[src/rtl/fetch_unit.sv]
// Instruction-fetch front end: drives instruction memory via req/valid and buffers
// fetched {pc, inst} pairs in a FIFO presented to decode through valid/ready.
module fetch_unit #(
  parameter int unsigned          WORD_LEN     = 32,
  parameter logic [WORD_LEN-1:0]  RESET_VECTOR = '0,
  parameter logic [WORD_LEN-1:0]  EXIT_INST    = WORD_LEN'(32'h34333231),
  parameter int unsigned          FIFO_DEPTH   = 4
) (
  input  logic                clk,
  input  logic                rst,
  output logic                memory_req,
  output logic [WORD_LEN-1:0] memory_addr,
  input  logic                memory_valid,
  input  logic [WORD_LEN-1:0] memory_inst,
  input  logic                redirect_valid,
  input  logic [WORD_LEN-1:0] redirect_pc,
  output logic                inst_valid,
  input  logic                inst_ready,
  output logic [WORD_LEN-1:0] inst_data,
  output logic [WORD_LEN-1:0] inst_pc,
  output logic                exit
);

  localparam int unsigned PTR_W = (FIFO_DEPTH > 1) ? $clog2(FIFO_DEPTH) : 1;
  localparam int unsigned CNT_W = PTR_W + 1;

  logic [WORD_LEN-1:0] pc_q, pc_nxt;
  logic [PTR_W-1:0]    wr_ptr_q, wr_ptr_nxt;
  logic [PTR_W-1:0]    rd_ptr_q, rd_ptr_nxt;
  logic [CNT_W-1:0]    count_q, count_nxt;
  logic                exit_q, exit_nxt;

  logic [WORD_LEN-1:0] buf_inst [FIFO_DEPTH];
  logic [WORD_LEN-1:0] buf_pc   [FIFO_DEPTH];

  logic xfer, pop, flush, is_exit, push;

  // Request depends only on registered state (and reset), never on inst_ready.
  assign memory_req  = ~rst & ~exit_q & (count_q < CNT_W'(FIFO_DEPTH));
  assign memory_addr = pc_q;
  assign inst_valid  = (count_q != '0);
  assign inst_data   = inst_valid ? buf_inst[rd_ptr_q] : '0;
  assign inst_pc     = inst_valid ? buf_pc[rd_ptr_q]   : '0;
  assign exit        = exit_q;

  assign xfer    = memory_req & memory_valid;
  assign pop     = inst_valid & inst_ready;
  assign flush   = redirect_valid & ~exit_q;
  assign is_exit = xfer & (memory_inst == EXIT_INST);
  assign push    = xfer & ~is_exit & ~flush;

  // Next-state: a redirect wins over any same-cycle transfer or pop.
  always_comb begin
    pc_nxt     = pc_q;
    wr_ptr_nxt = wr_ptr_q;
    rd_ptr_nxt = rd_ptr_q;
    count_nxt  = count_q;
    exit_nxt   = exit_q;
    if (flush) begin
      pc_nxt     = redirect_pc & ~WORD_LEN'(3);
      wr_ptr_nxt = '0;
      rd_ptr_nxt = '0;
      count_nxt  = '0;
    end else begin
      if (push) begin
        pc_nxt     = pc_q + WORD_LEN'(4);
        wr_ptr_nxt = wr_ptr_q + PTR_W'(1);
      end
      if (is_exit) begin
        exit_nxt = 1'b1;
      end
      if (pop) begin
        rd_ptr_nxt = rd_ptr_q + PTR_W'(1);
      end
      count_nxt = count_q + CNT_W'(push) - CNT_W'(pop);
    end
  end

  always_ff @(posedge clk or posedge rst) begin
    if (rst) begin
      pc_q     <= RESET_VECTOR;
      wr_ptr_q <= '0;
      rd_ptr_q <= '0;
      count_q  <= '0;
      exit_q   <= 1'b0;
    end else begin
      pc_q     <= pc_nxt;
      wr_ptr_q <= wr_ptr_nxt;
      rd_ptr_q <= rd_ptr_nxt;
      count_q  <= count_nxt;
      exit_q   <= exit_nxt;
    end
  end

  // Buffer storage needs no reset; visibility is governed by count_q.
  always_ff @(posedge clk) begin
    if (push) begin
      buf_inst[wr_ptr_q] <= memory_inst;
      buf_pc[wr_ptr_q]   <= pc_q;
    end
  end

endmodule

[config.mk]
export PLATFORM = sky130hd
export DESIGN_NAME = fetch_unit
export DESIGN_NICKNAME = d
export VERILOG_FILES = /design/src/rtl/fetch_unit.sv
export SDC_FILE = /design/constraint.sdc
export NUM_CORES = 1
export LEC_CHECK = 0
export ABC_AREA = 1
export CELL_PAD_IN_SITES_DETAIL_PLACEMENT = 0
export CELL_PAD_IN_SITES_GLOBAL_PLACEMENT = 1
export CORE_MARGIN = 2
export CORE_UTILIZATION = 47
export DETAILED_ROUTE_END_ITERATION = 6
export MAX_ROUTING_LAYER = met4
export PLACE_DENSITY_LB_ADDON = 0.1
export SLEW_MARGIN = 20
export SYNTH_ARGS = -nofsm -noshare
export SYNTH_HDL_FRONTEND = slang
export SYNTH_SLANG_ARGS = --single-unit
[constraint.sdc]
create_clock -name clk -period 6.2 [get_ports clk]
set_input_delay 1.55 -clock clk [delete_from_list [all_inputs] [get_ports clk]]
set_output_delay 1.55 -clock clk [all_outputs]
set_load 0.005 [all_outputs]
==> impl_metrics.yaml <==
setup_path:
  cp.arrival_ns: 3.58
  start_kind: "flip-flop"
  critPathCaptureType: "output pin"
  required_ns: 4.65
  crit_path_top_delay_cell: "clkinv_2"
  slowest_delay_ns: 0.88
  path_max_fanout: 74
  path_cells: "clkinv_2 -> buf_4 -> o21ai_0 -> a21oi_1 -> clkdlybuf4s50_1"
  critical_path_class: "flip-flop to output pin"
clocking:
  cts_hold_buf: 0
  clock_latency_ns: 0.55
  cts_sinks: 286
  htreeDepth: 1
  ctsResizeCount: 0
  clkSlewWorstSetupHoldPaths_ns: 0.06
  clockRootBuffer: "clkbuf_16"
  clockBufferDepth: 3
  cts_setup_buffers: 0
  tritoncts: "built"
  numCtsBuffers: 30
sta:
  fin_crit_ns: 5.13
  worst_pin_slew_ns: 0.954
  slew_headroom_pct: 36.3
  grt_setup_unrepaired: "false"
  slew_viol_final: 0
  clock.fmax_mhz: 195
  hold_violations: 0
  fin_setup_tns_ns: 0
  hold_ws_ns: 0.626
  fin_worst_skew_ns: 0.0210
  period_share_pct: 82.8
  setup_violations: 0
power:
  p_leak_nw: 5.57
  powerDensity_nw_per_um2: 382
  netSwitchingPower_w: 0.00173
  p_sw_share_pct: 29.5
  p_clk_share_pct: 31.1
  seqPwrFrac_pct: 40.0
  p_int_w: 0.00414
  power_frac_comb_pct: 28.9
  peakVddDrop_mv: 0.242
die:
  core_area_um2: 26000
  die_w_um: 167
  num_rows: 59
  start_util_pct: 47.8
  die_h_um: 167
  dieArea_um2: 27800
  io_pins: 168
routing:
  routed_wl_um: 29200
  route.detailed.drc: 0
  vias: 8705
  first_iter_violations: 633
  vias_per_cell: 5.18
  wl_per_cell_um: 17.3
  postRouteAntennaNets: 0
  firstDrtPassIters: 5
yosys:
  synth_area_leaders: "edfxtp_1 (60%), nor2_1 (8.8%), dfrtp_1 (7.6%), o21ai_0 (5.2%), nand2_1 (4.9%)"
  synth_top_area_share_pct: 59.9
  synth_cells: 1174
  yosysWarningCount: 0
  synth-seq-cells: 286
  synth-seq-area-share_pct: 67.5
  netlist-cell-type-count: 33
  synth.cell_area_um2: 12400
  synth.avg_cell_area_um2: 10.6
  synth_area_leader_cell: "edfxtp_1"
placed_design:
  portBuffers: 161
  place.gp.congestion: 0.753
  post-dp-hpwl_um: 16700
  post_dp_cell_area_um2: 14400
global_route:
  grt_use_total_pct: 21.7
  grt_pass1_wl_um: 46200
  globalRouteOverflowTotal: 0
  first_global_vias: 8559
  antenna_found_initial: 1
  grt_max_degree: 82
job:
  cap_violations: 0
layout:
  layout-drive-gt1-share_pct: 6.69
  areaGrowthSynthToFinish_pct: 23.6
  nets: 1399
  postLayoutCellArea_um2: 15400
run_status:
  status: "finished clean"
worst_hold_path:
  hold_class: "flip-flop to flip-flop"
-- final timing paths --
kind / start / end / slack, ns / cells past startpoint
worst max register to register: exit / count_q[2] / 3.49 / 12
worst min register to register: exit / exit / 0.63 / 1
min in group asynchronous: rst / memory_addr[15] / 1.49 / 3
worst min-delay path: exit / exit / 0.63 / 1
worst max-delay path: rd_ptr_q[0] / inst_pc[19] / 1.07 / 5
max in group asynchronous: rst / rd_ptr_q[0] / 4.29 / 3
-- worst max-delay path, delay by kind of cell, from the launching register on --
family                 cells  cell delay [ns]
buffers and inverters      3             1.92
flip-flops                 1             0.78
AO/OA/AOI/OAI              2             0.33
-- placed cells by master, fill, tap and decap left out, drive strengths merged, types with 14 or more instances in the layout --
| cell | Yosys | routed |
|---|---|---|
| nor2 | 306 | 306 |
| clkbuf | 30 | 39 |
| nand2 | 167 | 167 |
| a21oi | 65 | 65 |
| nand3 | 64 | 64 |
| clkdlybuf4s50 | 0 | 161 |
| buf | 32 | 14 |
| edfxtp | 248 | 248 |
| dfrtp | 38 | 38 |
| o21ai | 132 | 132 |
| inv | 50 | 50 |
-- logic make-up after synthesis --
logic type	after synthesis	share of synthesized area, %
buffers and inverters	113	4.07
AOI/OAI and AO/OA	198	7.99
DFF	286	67.5
and+or+nand+nor	550	18.2
xor gates and xnor gates	18	1.27
other	1	0.0302
adders and majority gates	8	0.865
-- routing by layer --
metal  routed length [µm]  global-route usage [%]  up-vias  part of all wire (%)
met5                    0                       -        -                     0
met4                  374                    4.39        0                   1.3
met3                 1360                    2.76       30                   4.7
met2                14400                    36.5      227                    50
met1                13000                    28.6     4163                    45
li1                     -                       -     4285                     -
-- final cells by class --
type                            instances  area [µm²]
Clock inverter                         17         211
Inverter                               51         193
Clock buffer                           39         806
Sequential cell                       286        8400
Antenna cell                            1        2.50
Multi-Input combinational cell        778        3570
Tap cell                              335         419
Timing Repair Buffer                  175        1770
Fill cell                            2197       10600
-- stage by stage --
step	power, W	setup slack (ns)	utilization, %	cells
after global placement	0.00410	1.46	55.2	1625
after floorplan	0.00314	0.875	-	1177
after global routing	0.00619	0.783	59.2	1682
after CTS	0.00594	0.981	59.1	1681
after detailed placement	0.00411	1.40	55.2	1625
final	0.00587	1.07	59.2	1682
-- state kept, by name (all words and copies together) (netlist names) --
signal       cells
buf_inst       128
buf_pc         120
memory_addr     30
count_q          3
rd_ptr_q         2
wr_ptr_q         2
exit             1
-- cells in the mapped netlist, drive strengths merged --
master and n:
clkinv 1, nor2b 1, conb 1, buf 32, dfrtp 38, clkbuf 30
fa 1, o21bai 1, o21ai 132, ha 7, nor3 1, nor2 306
a21oi 65, inv 50, and2 2, xor2 11, nand3 64, edfxtp 248
xnor2 7, nand3b 7, nand4 2, nand2 167
-- power by group through the flow --
stage / logic (W) / clock network [W] / registers [W]
floorplan: 0.000818 / 0 / 0.00232
global placement: 0.00172 / 0 / 0.00238
detailed placement: 0.00172 / 0 / 0.00239
CTS: 0.00173 / 0.00186 / 0.00235
global route: 0.00188 / 0.00195 / 0.00236
finish: 0.00170 / 0.00183 / 0.00235
Note: power is estimated with default switching activity, not from simulation.
